File: src/rtl/coso_beat_counter_if.sv
// CSCnt/CSReq/CSAck handshake between the beat counter (master) and its controller (slave).
interface coso_beat_counter_if #(
  parameter int unsigned CSCntLength = 16
) ();
  logic [CSCntLength-1:0] CSCnt;
  logic                   CSReq;
  logic                   CSAck;

  modport master (output CSCnt, output CSReq, input CSAck);
  modport slave  (input CSCnt, input CSReq, output CSAck);
endinterface

File: src/rtl/coso_beat_counter.sv
// Beat-period counter for a coherent-sampling oscillator pair; offers each period as CSCnt.
// Optional glitch filter enabled by defining COSO_GLITCH_FILTER_EN. SyncStages must be >= 2.
module coso_beat_counter #(
  parameter int unsigned            CSCntLength = 16,
  parameter int unsigned            SyncStages  = 2,
  parameter logic [CSCntLength-1:0] MinBeat     = CSCntLength'(4)
) (
  input  logic                clk,
  input  logic                rst,
  input  logic                roIn,
  coso_beat_counter_if.master cs,
  output logic                randBit,
  output logic                randValid,
  output logic                overrun,
  output logic                saturated
);

  localparam logic [CSCntLength-1:0] CntMax = '1;

  typedef enum logic {StArm, StRun} state_e;

  state_e                 state_q, state_d;
  logic [SyncStages-1:0]  sync_q, sync_d;
  logic                   dly_q, dly_d;
  logic [CSCntLength-1:0] cnt_q, cnt_d;
  logic [CSCntLength-1:0] cs_cnt_q, cs_cnt_d;
  logic                   cs_req_q, cs_req_d;
  logic                   rand_bit_q, rand_bit_d;
  logic                   rand_valid_q, rand_valid_d;
  logic                   overrun_q, overrun_d;
  logic                   saturated_q, saturated_d;

  logic                   edge_pulse;
  logic                   accept;
  logic                   produce;
  logic [CSCntLength-1:0] cnt_inc;

  assign edge_pulse = sync_q[SyncStages-1] & ~dly_q;
  assign cnt_inc    = (cnt_q == CntMax) ? CntMax : cnt_q + CSCntLength'(1);

`ifdef COSO_GLITCH_FILTER_EN
  // Compare one bit wider so cnt+1 cannot wrap when cnt is all-ones.
  logic [CSCntLength:0] cnt_plus;
  assign cnt_plus = {1'b0, cnt_q} + (CSCntLength+1)'(1);
  assign accept   = edge_pulse && ((state_q == StArm) || (cnt_plus >= {1'b0, MinBeat}));
`else
  logic unused_min_beat;
  assign unused_min_beat = ^MinBeat;
  assign accept          = edge_pulse;
`endif

  always_comb begin
    sync_d      = {sync_q[SyncStages-2:0], roIn};
    dly_d       = sync_q[SyncStages-1];
    state_d     = state_q;
    cnt_d       = cnt_q;
    saturated_d = saturated_q;
    produce     = 1'b0;

    unique case (state_q)
      StArm: begin
        cnt_d = '0;
        if (accept) state_d = StRun;
      end
      StRun: begin
        if (accept) begin
          produce = 1'b1;
          cnt_d   = '0;
        end else begin
          cnt_d = cnt_inc;
          if (cnt_inc == CntMax) saturated_d = 1'b1;
        end
      end
      default: state_d = StArm;
    endcase
  end

  always_comb begin
    cs_cnt_d     = cs_cnt_q;
    cs_req_d     = cs_req_q & ~cs.CSAck;
    rand_bit_d   = rand_bit_q;
    rand_valid_d = 1'b0;
    overrun_d    = overrun_q;

    if (produce) begin
      // An ack in the same cycle frees the slot, so the new period still loads.
      if (!cs_req_q || cs.CSAck) begin
        cs_cnt_d     = cnt_inc;
        cs_req_d     = 1'b1;
        rand_bit_d   = cnt_inc[0];
        rand_valid_d = 1'b1;
      end else begin
        overrun_d = 1'b1;
      end
    end
  end

  always_ff @(posedge clk or negedge rst) begin
    if (!rst) begin
      state_q      <= StArm;
      sync_q       <= '0;
      dly_q        <= 1'b0;
      cnt_q        <= '0;
      cs_cnt_q     <= '0;
      cs_req_q     <= 1'b0;
      rand_bit_q   <= 1'b0;
      rand_valid_q <= 1'b0;
      overrun_q    <= 1'b0;
      saturated_q  <= 1'b0;
    end else begin
      state_q      <= state_d;
      sync_q       <= sync_d;
      dly_q        <= dly_d;
      cnt_q        <= cnt_d;
      cs_cnt_q     <= cs_cnt_d;
      cs_req_q     <= cs_req_d;
      rand_bit_q   <= rand_bit_d;
      rand_valid_q <= rand_valid_d;
      overrun_q    <= overrun_d;
      saturated_q  <= saturated_d;
    end
  end

  assign cs.CSCnt  = cs_cnt_q;
  assign cs.CSReq  = cs_req_q;
  assign randBit   = rand_bit_q;
  assign randValid = rand_valid_q;
  assign overrun   = overrun_q;
  assign saturated = saturated_q;

endmodule

File: src/flat_wrapper.sv
// flat-port wrapper written by rule: the top's interface ports become plain ports
module coso_beat_counter_flat 
#(
  parameter int unsigned            CSCntLength = 16,
  parameter int unsigned            SyncStages  = 2,
  parameter logic [CSCntLength-1:0] MinBeat     = CSCntLength'(4)
)
  (clk, rst, roIn, randBit, randValid, overrun, saturated, cs_CSCnt, cs_CSReq, cs_CSAck);
  coso_beat_counter_if #(.CSCntLength(CSCntLength)) cs_i ();
  input  logic clk;
  input  logic rst;
  input  logic roIn;
  output logic randBit;
  output logic randValid;
  output logic overrun;
  output logic saturated;
  output wire logic [$bits(cs_i.CSCnt)-1:0] cs_CSCnt;
  output wire logic [$bits(cs_i.CSReq)-1:0] cs_CSReq;
  input wire logic [$bits(cs_i.CSAck)-1:0] cs_CSAck;
  assign cs_CSCnt = cs_i.CSCnt;
  assign cs_CSReq = cs_i.CSReq;
  assign cs_i.CSAck = cs_CSAck;
  coso_beat_counter #(.CSCntLength(CSCntLength), .SyncStages(SyncStages), .MinBeat(MinBeat)) u_core (.clk(clk), .rst(rst), .roIn(roIn), .cs(cs_i), .randBit(randBit), .randValid(randValid), .overrun(overrun), .saturated(saturated));
endmodule
File: config.mk
export PLATFORM = sky130hd
export DESIGN_NAME = coso_beat_counter_flat
export DESIGN_NICKNAME = d
export VERILOG_FILES = /design/src/rtl/coso_beat_counter_if.sv /design/src/rtl/coso_beat_counter.sv /design/src/flat_wrapper.sv
export SDC_FILE = /design/constraint.sdc
export NUM_CORES = 1
export LEC_CHECK = 0
export ABC_AREA = 1
export CORE_MARGIN = 2
export CORE_UTILIZATION = 45
export DETAILED_ROUTE_END_ITERATION = 8
export GPL_TIMING_DRIVEN = 0
export HOLD_SLACK_MARGIN = 0.05
export PLACE_DENSITY = 0.64
export SLEW_MARGIN = 10
export SYNTH_ARGS = -nofsm -noshare
export SYNTH_HDL_FRONTEND = slang
export SYNTH_SLANG_ARGS = --single-unit
File: constraint.sdc
create_clock -name clk -period 3.7 [get_ports clk]
set_clock_uncertainty 0.05 [all_clocks]
set_input_delay 0.37 -clock clk [delete_from_list [all_inputs] [get_ports clk]]
set_output_delay 0.37 -clock clk [all_outputs]
set_load 0.01 [all_outputs]
==> run summary <==
The run finished with clean final reports. The arrival time of the worst setup path is 1.94 ns, and the relative slew slack is 0.542. The run gives 1,556 as the number of vias after detailed routing. The startpoint identified for the worst register-to-register timing path is u_core.sync_q[1].

The unique cell type count in the Yosys netlist came out at 27. Clock tree synthesis found a total of 40 sinks. For the post-route non-filler standard cell count, the log shows 328. CTS built an H-tree with a depth of 2. The number of buffers and inverters on the critical path is 5. The logs give 550 MHz for the upper clock frequency limit and 0.736 mW for the internal power. The worst hold path terminates at u_core.sync_q[1]. Once detail routing completed, the nets flagged for antenna violations numbered 0. The run gives 249 as the post-synth net total. By area, the combinational part of the netlist is dominated by simple AND/OR/NAND/NOR gates. Leaving out fill and tap cells, the most frequent cells in the layout are 70 x sky130_fd_sc_hd__nand2_1, 40 x sky130_fd_sc_hd__dfrtp_1, 33 x sky130_fd_sc_hd__nor2_1. The library cell used most frequently in the layout, excluding fill and tap cells, is sky130_fd_sc_hd__nand2_1.

The most area-hungry cell type in the Yosys netlist is sky130_fd_sc_hd__dfrtp_1. The worst register-to-register path has a depth of 5. After detailed routing, the number of remaining DRC violations is 0. The endpoint identified for the worst register-to-register timing path is u_core.cnt_q[7].

The die covers 4870 sq um. Entering global routing, the biggest net connects 28 pins. The required time reported for the critical path endpoint was 3.82 ns; the area fraction of the dominant cell type after synthesis was 0.513.

VDD sags by at most 0.000451 V. The adder-cell share of the synthesized area was 0.00642; the clock transition at the register clock pins on the worst setup and hold paths after CTS was 0.07 ns. The die is 69.8 microns wide. After synthesis, the mean cell area works out to 7.99 sq um. The tools report the reg2reg setup slack as 1.89 ns.

Summed over all cells, the static leakage comes to 1.14 nW. For this design the total switching power over the nets is 0.284 mW. In this run, synthesis produced a sequential element count of 40. In this run the worst path has a maximum fanout of 10. After technology mapping, the gate count stands at 244. The floorplan step defined a core boundary enclosing 4090 sq um.

The worst setup path is of the input pin to flop kind. After layout, the design draws a total of 1.02 mW. The number of placed cells counting well taps came out at 319. Setup violations remaining at the end of the flow were counted as 0. The worst hold path class was flop to flop. The share of total power in sequential cells came out at 0.511. The run gives 0.181 as the combined global-route utilization of all metal layers. During placement, the flow inserted port buffers numbering 24.

Counting instances, the worst hold path has a depth of 0. The run gives 6.85 mm as the wire length of the first global-routing pass. Xor and xnor area share after synthesis: 0.0135. The total overflow reported by the global router came out at 0. The post-route minimum period is 1.82 ns, and the portion of netlist area occupied by mux cells is 0. The share of total power in the clock network came out at 0.290.

In this run the power density over the cells is 430 nW/um^2. The count of antenna diodes in the layout is 0, and the measured slew at the worst slew-check pin is 0.685 ns. The worst setup path is launched from an input pin.

The layout cell share with drive strength beyond 1 works out to 0.129. The tree is rooted in a sky130_fd_sc_hd__clkbuf_8. The reported max-cap violation count was 0.

The netlist area before placement came out at 1950 sq um. The worst setup path is captured at a flop. The tools report the fraction of the yosys area taken by sequential cells as 0.513. The tools report the worst hold path startpoint as u_core.sync_q[0]. After the last flow step, the layout net total stands at 282. The hold violation total from the final report came out at 0. From synthesis to final layout, the design area changed by 21.6%. The number of setup buffers added after CTS was 0; the fraction of the mapped netlist area in compound gates was 0.0732. TritonCTS built the clock tree.

Setup repair after global routing left no endpoint under its margin. The combinational fraction of design power came out at 0.199. The basic-gate share of the synthesized area counting and, or, nand and nor cells is 0.318. By area the synthesized netlist is led by sky130_fd_sc_hd__dfrtp_1 51%, sky130_fd_sc_hd__nand2_1 13%, sky130_fd_sc_hd__nor2_1 6.4%, sky130_fd_sc_hd__inv_1 5.0%, sky130_fd_sc_hd__nand3_1 3.6%. The switching share of power was 0.279. The fraction of the cycle the final worst path needs was 0.492. Routability-driven placement finished with a final weighted congestion of 0.883. The post-detailed-route wirelength per cell was 11.8 microns; the source-to-sink clock delay at the later pin of the worst-skew pair was 0.29 ns.

For this run, the slowest stage of the critical path takes 0.45 ns. The number of placement rows is 23, and the DRC violation total after the first TritonRoute iteration is 81. For the via count of the first global-routing pass, the log shows 1,425. The slowest stage of the critical path belongs to the cell sky130_fd_sc_hd__clkdlybuf4s50_1.

The die extent in y was 69.8 microns. For the final-report max-slew violation count, the log shows 0. The starting utilization of the core area came out at 0.477. Detailed placer's ending HPWL: 3.06 mm. In the routed layout, each cell is associated on average with a via count of 4.74. For the number of top-level pins, the log shows 25.

Counting the buffers created by CTS gives 5. The critical path goes through clkdlybuf4s50_1 > inv_1 > nand2_1 > inv_1 > nor2_1 > inv_2 > clkbuf_1 > nand2_1 > o21ai_0. After detailed routing, the total wire length is 3.88 mm. The family with the most delay on the worst path is buffers and inverters.

The tools report the number of antenna violations at the first check in global routing as 0. The run gives 0 as the number of warnings reported in the yosys synthesis log. The first detailed-routing pass took 4 iterations. In the final timing run, aggregate negative setup slack is 0 ns.

The filler cells instantiated in the layout total 388. The run gives 2 as the number of buffers on the longest clock path.
-- stage by stage --
stage	area [sq um]	worst slack, ns	hold WS (ns)	utilization
4_1_cts	2370	1.84	0.306	0.580
3_5_place_dp	2270	1.57	0.242	0.555
3_3_place_gp	2250	1.27	0.287	0.551
5_1_grt	2370	1.59	0.320	0.580
2_1_floorplan	1950	2.16	0.0244	-
6_report	2370	1.88	0.302	0.580
-- layer usage --
metal  vias to the layer above  track usage  part of all wire
met3                         7       0.0436             0.048
met4                         0       0.0641             0.017
met1                       692        0.264              0.51
li1                        827            -                 -
met5                         -            0                 0
met2                        30        0.261              0.43
-- synth_stat cells --
library cell and count:
sky130_fd_sc_hd__nor3_1 1, sky130_fd_sc_hd__o21ai_2 2, sky130_fd_sc_hd__o21bai_1 4, sky130_fd_sc_hd__a31oi_1 4, sky130_fd_sc_hd__dfrtp_1 40, sky130_fd_sc_hd__buf_4 1
sky130_fd_sc_hd__nand3b_1 1, sky130_fd_sc_hd__nor2_2 6, sky130_fd_sc_hd__nor2_4 2, sky130_fd_sc_hd__xnor2_1 2, sky130_fd_sc_hd__nand4_1 4, sky130_fd_sc_hd__o21ai_0 10
sky130_fd_sc_hd__xor2_1 1, sky130_fd_sc_hd__inv_1 26, sky130_fd_sc_hd__nand2_1 70, sky130_fd_sc_hd__ha_1 1, sky130_fd_sc_hd__nor2_1 33, sky130_fd_sc_hd__nand3_1 14
sky130_fd_sc_hd__clkbuf_1 1, sky130_fd_sc_hd__buf_2 1, sky130_fd_sc_hd__nand2_2 7, sky130_fd_sc_hd__nand3_2 1, sky130_fd_sc_hd__clkinv_1 1, sky130_fd_sc_hd__inv_2 5
sky130_fd_sc_hd__a21oi_1 4, sky130_fd_sc_hd__nand2_4 1, sky130_fd_sc_hd__buf_6 1
-- repair_timing --
item / CTS / global route
hold endpoints to repair: 13 / 0
hold buffers: 1 / 0
gates resized for setup: 0 / 0
-- power groups by stage --
stage / Combinational (mW) / Sequential, mW / Clock, mW
4_1_cts: 0.205 / 0.522 / 0.306
2_1_floorplan: 0.0977 / 0.538 / 0
3_3_place_gp: 0.200 / 0.529 / 0
5_1_grt: 0.226 / 0.529 / 0.319
3_5_place_dp: 0.202 / 0.530 / 0
6_report: 0.203 / 0.521 / 0.296
-- how the worst max path moves through the flow --
stage | startpoint | endpoint | depth (start not counted)
after global routing | cs_CSAck | u_core.cs.CSCnt[0] | 9
after detailed placement | cs_CSAck | u_core.cs.CSCnt[15] | 9
after CTS | u_core.sync_q[1] | u_core.cnt_q[7] | 5
after floorplan | u_core.cnt_q[0] | u_core.saturated | 10
after global placement | rst | u_core.cnt_q[15] | 1
final | cs_CSAck | u_core.cs.CSCnt[1] | 9
-- worst register-to-register path, cell delays in order (launching register included) --
cell and delay (ns):
sky130_fd_sc_hd__dfrtp_1 0.38, sky130_fd_sc_hd__inv_1 0.07, sky130_fd_sc_hd__nor2_1 0.05, sky130_fd_sc_hd__nor2_1 0.52, sky130_fd_sc_hd__clkinv_1 0.44, sky130_fd_sc_hd__a21oi_1 0.22
-- kinds of logic after synthesis --
family | count (synthesis)
AO/OA/AOI/OAI | 24
XOR/XNOR | 3
adder cells (fa/ha/maj) | 1
buffers and inverters | 36
flip-flops | 40
AND/OR/NAND/NOR | 140
-- area by class of cell --
class,instances,area [sq um],area share
sequential,40,1000,0.422
multi-input combinational,168,801,0.338
timing repair buffer,26,265,0.112
inverter,32,120,0.0507
clock buffer,7,86.3,0.0364
tap,50,62.6,0.0264
buffer,4,27.5,0.0116
clock inverter,1,7.51,0.00317
Power figures use the tool's default switching activity.
